### src/rtl/ps2_kbd_fifo_if.sv
// rtl/ps2_kbd_fifo_if.sv - keyboard line and scan-code FIFO bus bundle
// slave  (receiver): in ps2_clk, ps2_data, rd_en, clr_err; out data, ready, count, overflow, frame_err
// master (host)    : the same signals in the opposite direction
interface ps2_kbd_fifo_if #(
  parameter int FIFO_DEPTH = 8
);
  logic                          ps2_clk;
  logic                          ps2_data;
  logic                          rd_en;
  logic                          clr_err;
  logic [7:0]                    data;
  logic                          ready;
  logic [$clog2(FIFO_DEPTH):0]   count;
  logic                          overflow;
  logic                          frame_err;

  modport slave (
    input  ps2_clk, ps2_data, rd_en, clr_err,
    output data, ready, count, overflow, frame_err
  );

  modport master (
    output ps2_clk, ps2_data, rd_en, clr_err,
    input  data, ready, count, overflow, frame_err
  );
endinterface

### src/rtl/ps2_kbd_fifo.sv
// rtl/ps2_kbd_fifo.sv - PS/2 keyboard frame receiver feeding a scan-code FIFO
// clk       : system clock, rising edge
// rst       : synchronous active-high reset
// bus.slave : ps2_clk/ps2_data keyboard lines, rd_en pop, clr_err flag clear;
//             data/ready FIFO head, count occupancy, overflow/frame_err sticky flags
module ps2_kbd_fifo #(
  parameter int FIFO_DEPTH     = 8,
  parameter int SYNC_STAGES    = 3,
  parameter int TIMEOUT_CYCLES = 4096
) (
  input  logic           clk,
  input  logic           rst,
  ps2_kbd_fifo_if.slave  bus
);
  localparam int PW = $clog2(FIFO_DEPTH);
  localparam int CW = PW + 1;
  localparam int IW = $clog2(TIMEOUT_CYCLES + 1);

  logic [SYNC_STAGES-1:0] sync_q, sync_d;
  logic [3:0]             bitcnt_q, bitcnt_d;
  logic [9:0]             buf_q, buf_d;
  logic [IW-1:0]          idle_q, idle_d;
  logic [PW-1:0]          wptr_q, wptr_d, rptr_q, rptr_d;
  logic [CW-1:0]          count_q, count_d;
  logic                   ovf_q, ovf_d, ferr_q, ferr_d;
  logic [7:0]             mem [FIFO_DEPTH];

  logic fall, frame_done, frame_ok, timeout, pop, push, full;

  // The two oldest synchroniser taps give a metastability-filtered edge.
  assign fall = sync_q[SYNC_STAGES-1] & ~sync_q[SYNC_STAGES-2];
  assign full = (count_q == CW'(FIFO_DEPTH));
  assign pop  = bus.rd_en & (count_q != '0);

  always_comb begin
    sync_d     = {sync_q[SYNC_STAGES-2:0], bus.ps2_clk};
    bitcnt_d   = bitcnt_q;
    buf_d      = buf_q;
    idle_d     = idle_q;
    frame_done = 1'b0;
    timeout    = 1'b0;

    // Idle counter saturates so it never wraps back into the timeout window.
    if (fall) begin
      idle_d = '0;
    end else if (idle_q != IW'(TIMEOUT_CYCLES)) begin
      idle_d = idle_q + IW'(1);
    end

    if (fall) begin
      if (bitcnt_q == 4'd10) begin
        frame_done = 1'b1;
        bitcnt_d   = 4'd0;
      end else begin
        // Shift in at the top so the first (start) bit lands in buf[0].
        buf_d    = {bus.ps2_data, buf_q[9:1]};
        bitcnt_d = bitcnt_q + 4'd1;
      end
    end else if (bitcnt_q != 4'd0 && idle_q == IW'(TIMEOUT_CYCLES)) begin
      timeout  = 1'b1;
      bitcnt_d = 4'd0;
    end
  end

  // Stop bit is the live ps2_data sample; XOR over data+parity must be 1.
  assign frame_ok = frame_done & ~buf_q[0] & bus.ps2_data & (^buf_q[9:1]);
  // When full, a simultaneous pop frees the slot being written.
  assign push     = frame_ok & (~full | pop);

  always_comb begin
    wptr_d  = push ? wptr_q + PW'(1) : wptr_q;
    rptr_d  = pop  ? rptr_q + PW'(1) : rptr_q;
    count_d = count_q;
    if (push && !pop) begin
      count_d = count_q + CW'(1);
    end else if (pop && !push) begin
      count_d = count_q - CW'(1);
    end
    // Set events win over a same-cycle clear.
    ovf_d  = (frame_ok & full & ~pop) | (ovf_q & ~bus.clr_err);
    ferr_d = (frame_done & ~frame_ok) | timeout | (ferr_q & ~bus.clr_err);
  end

  always_ff @(posedge clk) begin
    if (rst) begin
      sync_q   <= '1;
      bitcnt_q <= 4'd0;
      buf_q    <= '0;
      idle_q   <= '0;
      wptr_q   <= '0;
      rptr_q   <= '0;
      count_q  <= '0;
      ovf_q    <= 1'b0;
      ferr_q   <= 1'b0;
    end else begin
      sync_q   <= sync_d;
      bitcnt_q <= bitcnt_d;
      buf_q    <= buf_d;
      idle_q   <= idle_d;
      wptr_q   <= wptr_d;
      rptr_q   <= rptr_d;
      count_q  <= count_d;
      ovf_q    <= ovf_d;
      ferr_q   <= ferr_d;
    end
  end

  always_ff @(posedge clk) begin
    if (!rst && push) begin
      mem[wptr_q] <= buf_q[8:1];
    end
  end

  assign bus.data      = mem[rptr_q];
  assign bus.ready     = (count_q != '0);
  assign bus.count     = count_q;
  assign bus.overflow  = ovf_q;
  assign bus.frame_err = ferr_q;
endmodule

### src/flat_wrapper.sv
// flat-port wrapper written by rule: the top's interface ports become plain ports
module ps2_kbd_fifo_flat 
#(
  parameter int FIFO_DEPTH     = 8,
  parameter int SYNC_STAGES    = 3,
  parameter int TIMEOUT_CYCLES = 4096
)
  (clk, rst, bus_ps2_clk, bus_ps2_data, bus_rd_en, bus_clr_err, bus_data, bus_ready, bus_count, bus_overflow, bus_frame_err);
  ps2_kbd_fifo_if #(.FIFO_DEPTH(FIFO_DEPTH)) bus_i ();
  input  logic clk;
  input  logic rst;
  input wire logic [$bits(bus_i.ps2_clk)-1:0] bus_ps2_clk;
  input wire logic [$bits(bus_i.ps2_data)-1:0] bus_ps2_data;
  input wire logic [$bits(bus_i.rd_en)-1:0] bus_rd_en;
  input wire logic [$bits(bus_i.clr_err)-1:0] bus_clr_err;
  output wire logic [$bits(bus_i.data)-1:0] bus_data;
  output wire logic [$bits(bus_i.ready)-1:0] bus_ready;
  output wire logic [$bits(bus_i.count)-1:0] bus_count;
  output wire logic [$bits(bus_i.overflow)-1:0] bus_overflow;
  output wire logic [$bits(bus_i.frame_err)-1:0] bus_frame_err;
  assign bus_i.ps2_clk = bus_ps2_clk;
  assign bus_i.ps2_data = bus_ps2_data;
  assign bus_i.rd_en = bus_rd_en;
  assign bus_i.clr_err = bus_clr_err;
  assign bus_data = bus_i.data;
  assign bus_ready = bus_i.ready;
  assign bus_count = bus_i.count;
  assign bus_overflow = bus_i.overflow;
  assign bus_frame_err = bus_i.frame_err;
  ps2_kbd_fifo #(.FIFO_DEPTH(FIFO_DEPTH), .SYNC_STAGES(SYNC_STAGES), .TIMEOUT_CYCLES(TIMEOUT_CYCLES)) u_core (.clk(clk), .rst(rst), .bus(bus_i));
endmodule
### config.mk
export PLATFORM = sky130hd
export DESIGN_NAME = ps2_kbd_fifo_flat
export DESIGN_NICKNAME = d
export VERILOG_FILES = /design/src/rtl/ps2_kbd_fifo_if.sv /design/src/rtl/ps2_kbd_fifo.sv /design/src/flat_wrapper.sv
export SDC_FILE = /design/constraint.sdc
export NUM_CORES = 1
export LEC_CHECK = 0
export BUFFER_PORTS_ARGS = -buffer_cell sky130_fd_sc_hd__buf_4
export CAP_MARGIN = 40
export CORE_UTILIZATION = 39
export CTS_CLUSTER_SIZE = 16
export DETAILED_ROUTE_END_ITERATION = 12
export PLACE_DENSITY = 0.57
export SLEW_MARGIN = 20
export SYNTH_ARGS = -nofsm -noshare
export SYNTH_HDL_FRONTEND = slang
export SYNTH_SLANG_ARGS = --single-unit
### constraint.sdc
create_clock -name clk -period 2.7 [get_ports clk]
set_input_delay 0.135 -clock clk [delete_from_list [all_inputs] [get_ports clk]]
set_output_delay 0.135 -clock clk [all_outputs]
set_load 0.01 [all_outputs]
Word-level counts from Yosys, hierarchy flattened
Memories as Yosys holds them, arrays and structs flattened. A register that Yosys moved wholly into a read port is not among the register bits.
Index checks and enable logic that the tools add are counted.
{"block": "word_totals", "mem_count": 1, "out_inout_bits": 15, "reg_bits": 42, "input_bits": 6, "ram_bits": 64}
{"block": "op_classes", "add_sub_neg": 6, "n_mux": 13, "n_eq_ne": 4, "n_reduce_logical": 14, "bitwise": 22}
{"memory": "u_core.mem", "depth": 8, "width": 8, "rd": 1, "rd_clocked_by_memory_dff": 1, "write_ports": 1, "line": "ps2_kbd_fifo.sv:26", "rtl": "logic [7:0] mem [FIFO_DEPTH];"}
{"operator": "4-bit two-way mux", "n": 5}
{"operator": "13-bit by 1-bit adder with 13-bit output, second input constant", "n": 1}
{"operator": "13-bit equality test, second input constant", "n": 1}
{"operator": "13-bit != test, second input constant", "n": 1}
{"operator": "1-bit AND", "n": 11}
{"operator": "9-bit parity", "n": 1}
{"operator": "4-bit by 1-bit adder with 4-bit output, second input constant", "n": 2}
{"operator": "4-bit equality test, second input constant", "n": 2}
{"operator": "4-bit nonzero test", "n": 2}
{"operator": "1-bit NOT", "n": 7}
{"operator": "3-bit by 1-bit adder with 3-bit output, second input constant", "n": 2}
{"operator": "1-bit two-way mux", "n": 6}
{"operator": "3-bit two-way mux", "n": 2}
{"operator": "1-bit logical AND", "n": 4}
{"operator": "1-bit bitwise OR", "n": 4}
{"operator": "2-bit nonzero test", "n": 2}
{"operator": "4-bit by 1-bit subtractor with 4-bit output, second input constant", "n": 1}
{"operator": "1-bit logical NOT", "n": 3}
{"operator": "2-bit AND reduction", "n": 1}
{"operator": "2-bit OR reduction", "n": 1}

Longest topological paths before layout
Gate-level depths: netlist of run 1.
{"block": "depth", "depth_word": 11, "ltp_mapped": 14, "mapped_depth_nobuf": 14}

Worst setup path after synthesis of run 1
No wires, ideal clock.
{"block": "synth_timing", "path_type": "reg2reg", "from": "reg u_core.buf_q[4]", "to": "reg u_core.count_q[3] (netlist: u_core.bus.count[3])", "path_buffers": 0, "setup_ps": 70, "slack_ps": -170, "stages_incl_launch_ff": 14, "t_arrival_ps": 2800, "cell_sequence": "dfxtp_1 xor2_1 xnor3_2 xor2_1 nand3_1 inv_1 ha_1 inv_1 ha_1 a21o_1 a21oi_1 xnor2_1 or3_1 a21oi_1"}
{"block": "synth_between", "elab_chain_cells": 6, "elab_cells_between_ends": 8, "classes_between": "1 x mux; 2 x bitwise; 5 x reduce/logical"}
{"element": "from (decl)", "line": "ps2_kbd_fifo.sv:21", "rtl": "logic [9:0] buf_q, buf_d;"}
{"element": "from (signal assigned)", "line": "ps2_kbd_fifo.sv:98", "rtl": "buf_q <= buf_d;"}
{"element": "9-bit parity *", "line": "ps2_kbd_fifo.sv:66", "rtl": "assign frame_ok = frame_done & ~buf_q[0] & bus.ps2_data & (^buf_q[9:1]);"}
{"element": "1-bit AND *", "line": "ps2_kbd_fifo.sv:66"}
{"element": "1-bit AND *", "line": "ps2_kbd_fifo.sv:68", "rtl": "assign push = frame_ok & (~full | pop);"}
{"element": "1-bit logical NOT", "line": "ps2_kbd_fifo.sv:76", "rtl": "end else if (pop && !push) begin"}
{"element": "1-bit logical AND", "line": "ps2_kbd_fifo.sv:76"}
{"element": "2-bit nonzero test (no line)"}
{"element": "to (signal assigned)", "line": "ps2_kbd_fifo.sv:102", "rtl": "count_q <= count_d;"}
{"element": "to (decl)", "line": "ps2_kbd_fifo.sv:24", "rtl": "logic [CW-1:0] count_q, count_d;"}
Mark *: on every way between the ends. The rest lies on a longest branch, timed or not.
A chain may end at the register's enable or synchronous reset.

Worst setup path after layout of run 1
{"block": "layout_timing", "from": "reg u_core.buf_q[6]", "to": "reg u_core.count_q[3] (netlist: u_core.bus.count[3])"}
Same word-level chain as after synthesis.

==> impl_metrics.toml, run 1 <==
[synth]
ys_seq_area_share_pct = 62.5
synthesis.nets = 358
synth_top_area_cell = "edfxtp_1"
netlist_instances = 341
syn_area_mm2 = 0.00451
yosys_warnings = 0
synth-seq-cells = 109
synth.distinct_cells = 38
ys_top_cells_by_area = "edfxtp_1, dfxtp_1, mux4_2"
synth_top_area_share_pct = 42.6
syn_avg_cell_area_um2 = 13.2

[pwr]
internal_power_mw = 2.68
total_power_mw = 3.55
pwr-share-comb_pct = 14.2
netSwitchingPower_mw = 0.864
p_seq_share_pct = 50.9
switching_share_pct = 24.4
leakagePower_nw = 1.86
ir_worst_vdd_mv = 0.314
power_per_cell_area_mw_per_mm2 = 663
clkPwrFrac_pct = 34.9

[sta]
drv_slew = 0
period_share_pct = 95.7
setup_tns_ps = 0
fin_crit_ps = 2580
fin_hold_ws_ps = 71.2
setup_viol = 0
finalHoldViolCount = 0
fmax_mhz = 387
skew_ps = 7.23
grt_setup_unrepaired = "yes"
relSlewSlack_pct = 66.7
fin_ws_ps = 115
worst_pin_slew_ps = 486

[cts]
root_buffer = "clkbuf_16"
cts_inserted_buffers = 9
clock_path_buffers = 2
clock_sinks = 109
h-tree-depth = 3
path_clk_slew_ps = 70
cts_tree = "yes"
clk_latency_ps = 340

[die]
num_io_pins = 21
die_x_um = 110
start_util_pct = 40.7
core_mm2 = 0.0111
row_count = 38
die_area_mm2 = 0.0120
fp.dieH_um = 110

[detailed_routing]
vias_per_cell = 5.02
ant_nets = 0
routed_wl_um = 7970
num_vias = 2656
dr.pass1.iters = 4
wl_per_cell_um = 15.1
dr.first_iter.drc_count = 163
drcViolationCount = 0

[global_route]
grt_pass1_vias = 2541
grt_overflow = 0
grt.total_usage_pct = 14.7
grt_max_degree = 36
use_met2_pct = 23.7
busiest_layer = "met2"
grt_pass1_wl_um = 13000
met3_usage_pct = 3.91
antenna_found_initial = 0
grt.met1_usage_pct = 19.7

[setup_path]
r2r_start = "u_core.buf_q[6]$_SDFFE_PP0P_"
critPathArrivalTime_ps = 2850
worstSetupStartpoint = "u_core.buf_q[6]$_SDFFE_PP0P_"
cp.required_ps = 2960
critPathKind = "reg2reg"
start_kind = "register"
reg2reg_setup_slack_ps = 120
critPathMaxFanout = 3
end_kind = "register"

[layout]
nFillCells = 978
syn_to_final_growth_pct = 18.4
finalNetCount = 402
design_area_mm2 = 0.00534
drive_above_1_share_pct = 27.0
diodes = 0

[placement]
portBuffers = 20
post-place-ws_ps = -19.3
hpwl_um = 5220
place.gp.congestion = 0.760
place_area_mm2 = 0.00497

[hold_path]
hold_start = "bus_clr_err"
hp-class = "in2reg"

[status]
status = "complete, no violations"

[run]
cap_viol_max_count = 0
-- worst max-delay path, stage by stage, from the launching register on --
cell and delay [ps]:
dfxtp_4 350, xnor2_2 140, xnor3_2 460, xor2_2 180, nand3_2 100, inv_2 80, ha_4 140, inv_4 40
ha_4 200, a21o_1 160, a21oi_2 150, xnor2_2 70, or3_1 300, a21oi_1 140
-- per-stage QoR --
| stage | cells | util (%) |
|---|---|---|
| CTS | 528 | 47.7 |
| floorplan | 341 | - |
| global route | 529 | 48.2 |
| global placement | 510 | 44.8 |
| detailed placement | 510 | 44.8 |
| finish | 529 | 48.2 |
-- metal layers --
metal  vias to the layer above  share of wire [%]
met5                         -                  0
met4                         0               0.45
met3                         4                2.4
met2                        24                 48
met1                      1300                 50
li1                       1328                  -
-- final cells by class --
type | instances | area (µm²) | area share (%)
Multi-Input combinational cell | 211 | 1680 | 31.4
Tap cell | 140 | 175 | 3.28
Clock buffer | 9 | 225 | 4.21
Sequential cell | 109 | 2840 | 53.1
Clock inverter | 6 | 55.1 | 1.03
Inverter | 9 | 36.3 | 0.679
Timing Repair Buffer | 45 | 340 | 6.37
-- synthesized netlist by cell type (all sizes together) --
library cell and count:
edfxtp 64, dfxtp 45, nor2 34, nand2 33, a21oi 23, mux4 16
xor2 11, ha 10, mux2 10, inv 9, nand3 9, clkbuf 8
xnor2 8, nand2b 7, nor3 7, buf 4, nand3b 4, nand4 4
nor4 3, o21ai 3, o31ai 3, or2 3, or3 3, a21o 2
a31oi 2, and3b 2, mux2i 2, nor4b 2, or4 2, xnor3 2
a2bb2oi 1, a32oi 1, and4 1, fa 1, nor2b 1, o221ai 1
-- layout by cell type (no fill, tap or decap), drive strengths merged, types with 3 or more instances in the layout --
| cell type | instances |
|---|---|
| edfxtp | 64 |
| dfxtp | 45 |
| buf | 44 |
| nor2 | 34 |
| nand2 | 33 |
| a21oi | 23 |
| mux4 | 16 |
| inv | 12 |
| xor2 | 11 |
| mux2 | 10 |
| ha | 10 |
| clkbuf | 9 |
| nand3 | 9 |
| xnor2 | 8 |
| nand2b | 7 |
| nor3 | 7 |
| nand3b | 4 |
| nand4 | 4 |
| nor4 | 3 |
| or3 | 3 |
| or2 | 3 |
| o31ai | 3 |
| o21ai | 3 |
-- power by group through the flow --
stage / sequential, mW / combinational (mW) / clock [mW]
2_1_floorplan: 1.84 / 0.347 / 0
3_3_place_gp: 1.84 / 0.488 / 0
3_5_place_dp: 1.84 / 0.494 / 0
4_1_cts: 1.81 / 0.501 / 1.28
5_1_grt: 1.81 / 0.566 / 1.35
6_report: 1.80 / 0.503 / 1.24
-- registers in the layout, indices dropped and copies added, names as in the netlist, named ones only --
name	flops
u_core.wptr_q	3
u_core.idle_q	13
u_core.sync_q	3
u_core.bus.overflow	1
u_core.bus.frame_err	1
u_core.rptr_q	3
u_core.bus.count	4
u_core.buf_q	10
u_core.bitcnt_q	4
u_core.mem	64
-- cells by family after synthesis --
family | share of synthesized area (%)
and+or+nand+nor | 12.2
DFF | 62.5
adders and majority gates | 3.22
buffers and inverters | 1.80
muxes | 10.9
xor gates and xnor gates | 4.71
AOI/OAI and AO/OA | 4.57
-- final timing paths --
check / end / depth (start not counted)
worst max-delay path: u_core.bus.count[3]$_SDFFE_PP0P_ / 13
worst min-delay path: u_core.bus.overflow$_SDFF_PP0_ / 4
worst max register to register: u_core.bus.count[3]$_SDFFE_PP0P_ / 13
worst min register to register: u_core.sync_q[1]$_SDFF_PP1_ / 1
-- timing repair --
item / 4_1_cts / 5_1_grt
hold buffers: 1 / 0
gates resized for setup: 1 / 9
endpoints found under the hold margin: 1 / 0
endpoints found under the setup margin: 1 / 3
pin swaps: 6 / 4
setup buffers: 2 / 1
Power figures use the tool's default switching activity.
==> run 2, diff against run 1 <==
--- a/config.mk
+++ b/config.mk
@@ -5,12 +5,12 @@
 export SDC_FILE = /design/constraint.sdc
 export NUM_CORES = 1
 export LEC_CHECK = 0
-export BUFFER_PORTS_ARGS = -buffer_cell sky130_fd_sc_hd__buf_4
 export CAP_MARGIN = 40
 export CORE_UTILIZATION = 39
 export CTS_CLUSTER_SIZE = 16
 export DETAILED_ROUTE_END_ITERATION = 12
-export PLACE_DENSITY = 0.57
+export DONT_BUFFER_PORTS = 1
+export PLACE_DENSITY = 0.55
 export SLEW_MARGIN = 20
 export SYNTH_ARGS = -nofsm -noshare
 export SYNTH_HDL_FRONTEND = slang
==> run 2 against run 1 <==
  * The flow now finishes with violations (negative hold slack)
  * Final area up 3.1%
  * Critical path depth unchanged
  * Worst hold slack got worse by 220 ps
  * Final cell count grew 2.5%
  * Critical path type unchanged
  * Largest cell class unchanged
  * Highest routed layer unchanged
==> impl_metrics.toml, run 2 (synthesis gave the netlist of run 1 again) <==
[status]
status = "complete, but fails checks"
violations = "negative hold slack"

[setup_path]
cp.required_ps = 2980
crit_chain = "xnor2_2, xnor3_2, xor2_2, nand3_1, inv_1, ha_2, inv_2, ha_4, a21o_1, a21oi_2, xnor2_1, or3_1, a21oi_1"
critPathKind = "reg2reg"
end_kind = "register"
critPathMaxFanout = 3
crit-reg2reg-capture = "u_core.bus.count[3]$_SDFFE_PP0P_"
cpMaxStageDelayCell = "xnor3_2"
reg2reg_setup_slack_ps = 120
max_stage_delay_ps = 470
r2r_cells = 13
critPathArrivalTime_ps = 2870
r2r_start = "u_core.buf_q[5]$_SDFFE_PP0P_"
start_kind = "register"

[sta]
fmax_mhz = 387
worst_pin_slew_ps = 481
relSlewSlack_pct = 67.0
fin_hold_ws_ps = -148
setup_viol = 0
skew_ps = 8.94
finalHoldViolCount = 3
setup_tns_ps = 0
fin_crit_ps = 2580
period_share_pct = 95.7
drv_slew = 0
grt_setup_unrepaired = "yes"

[cts]
cts_inserted_buffers = 9
root_buffer = "clkbuf_16"
path_clk_slew_ps = 70
clock_sinks = 109
cts_tree = "yes"
h-tree-depth = 3
clk_latency_ps = 340
clock_path_buffers = 2
cts_hold_buf = 28

[global_route]
grt.total_usage_pct = 15.1
grt_max_degree = 36
grt_overflow = 0
grt_pass1_vias = 2665
grt_pass1_wl_um = 13300
antenna_found_initial = 0

[die]
die_area_mm2 = 0.0120
start_util_pct = 40.7
die_x_um = 110
row_count = 38
num_io_pins = 21
fp.dieH_um = 110
core_mm2 = 0.0111

[layout]
reg_top3 = "u_core.mem: 64 flops, u_core.idle_q: 13 flops, u_core.buf_q: 10 flops"
diodes = 0
largest-register = "u_core.mem"
mostFrequentLayoutCells = "edfxtp_1, dfxtp_1, nor2_1"
drive_above_1_share_pct = 22.4
largest_reg_flops = 64
final_common_cell = "edfxtp_1"
syn_to_final_growth_pct = 22.1
postLayoutCoreUtil_pct = 49.7
nFillCells = 991
finalNetCount = 415
instances_no_fill = 542
design_area_mm2 = 0.00551

[hold_path]
holdPathStages = 1
hp-class = "in2reg"
hold_start = "rst"
min_to = "u_core.bus.count[3]$_SDFFE_PP0P_"

[pwr]
p_seq_share_pct = 50.4
netSwitchingPower_mw = 0.841
clkPwrFrac_pct = 36.9
power_per_cell_area_mw_per_mm2 = 648
pwr-share-comb_pct = 12.7
internal_power_mw = 2.73
switching_share_pct = 23.6
leakagePower_nw = 1.95
ir_worst_vdd_mv = 0.368

[placement]
place_inst = 493
hpwl_um = 5180
place_area_mm2 = 0.00484
place.gp.congestion = 0.728
portBuffers = 0

[detailed_routing]
ant_nets = 0
dr.pass1.iters = 4
dr.first_iter.drc_count = 104
vias_per_cell = 5.06
wl_per_cell_um = 15.3
drcViolationCount = 0
routed_wl_um = 8300
num_vias = 2744

[run]
cap_viol_max_count = 0
-- run 2: through the flow --
stage	worst slack [ps]	power, mW
2_1_floorplan	11.2	2.19
5_1_grt	-73.8	3.72
4_1_cts	-3.18	3.61
3_3_place_gp	8.91	2.26
6_report	116	3.57
3_5_place_dp	-21.7	2.27
-- run 2: critical path: cells and delay by family, from the launching register on --
family / cells / cell delay (ps)
buffers and inverters: 2 / 130
DFF: 1 / 350
adders and majority gates: 2 / 380
xor gates and xnor gates: 4 / 860
AOI/OAI and AO/OA: 3 / 390
and+or+nand+nor: 2 / 410
-- run 2: how the worst max path moves through the flow --
stage / start / end / slack [ps] / cells past startpoint
5_1_grt: u_core.bitcnt_q[0]$_SDFFE_PP0P_ / u_core.bus.count[3]$_SDFFE_PP0P_ / -70 / 14
2_1_floorplan: u_core.buf_q[6]$_SDFFE_PP0P_ / u_core.bus.count[3]$_SDFFE_PP0P_ / 10 / 13
3_5_place_dp: u_core.buf_q[6]$_SDFFE_PP0P_ / u_core.bus.count[3]$_SDFFE_PP0P_ / -20 / 13
3_3_place_gp: u_core.buf_q[6]$_SDFFE_PP0P_ / u_core.bus.count[3]$_SDFFE_PP0P_ / 9 / 13
6_report: u_core.buf_q[5]$_SDFFE_PP0P_ / u_core.bus.count[3]$_SDFFE_PP0P_ / 120 / 13
4_1_cts: u_core.buf_q[3]$_SDFFE_PP0P_ / u_core.bus.count[3]$_SDFFE_PP0P_ / -3 / 13
-- run 2: area by class of cell --
| cell class | count | area [µm²] | area share (%) |
|---|---|---|---|
| Clock buffer | 9 | 225 | 4.09 |
| Clock inverter | 6 | 71.3 | 1.29 |
| Inverter | 9 | 33.8 | 0.613 |
| Multi-Input combinational cell | 211 | 1660 | 30.2 |
| Sequential cell | 109 | 2840 | 51.5 |
| Tap cell | 140 | 175 | 3.18 |
| Timing Repair Buffer | 58 | 505 | 9.17 |
-- run 2: repair_timing --
action	in CTS	in global routing
gates resized for setup	1	6
buffers inserted	6	0
setup endpoints to repair	1	34
pin swaps	7	7
endpoints found under the hold margin	32	3
-- run 2: metal layers --
| layer | part of all wire, % | vias to the layer above | global-route usage [%] | wire length, µm |
|---|---|---|---|---|
| met1 | 47 | 1348 | 18.9 | 3870 |
| met2 | 49 | 30 | 25.0 | 4060 |
| met3 | 3.4 | 8 | 4.80 | 283 |
| li1 | - | 1358 | - | - |
| met5 | 0 | - | 0 | 0 |
| met4 | 1.1 | 0 | 4.19 | 91 |
-- run 2: power groups by stage --
stage | registers (mW) | clock network, mW | logic (mW)
floorplan | 1.84 | 0 | 0.347
global placement | 1.84 | 0 | 0.428
CTS | 1.80 | 1.35 | 0.464
global route | 1.80 | 1.41 | 0.510
detailed placement | 1.84 | 0 | 0.428
finish | 1.80 | 1.32 | 0.454
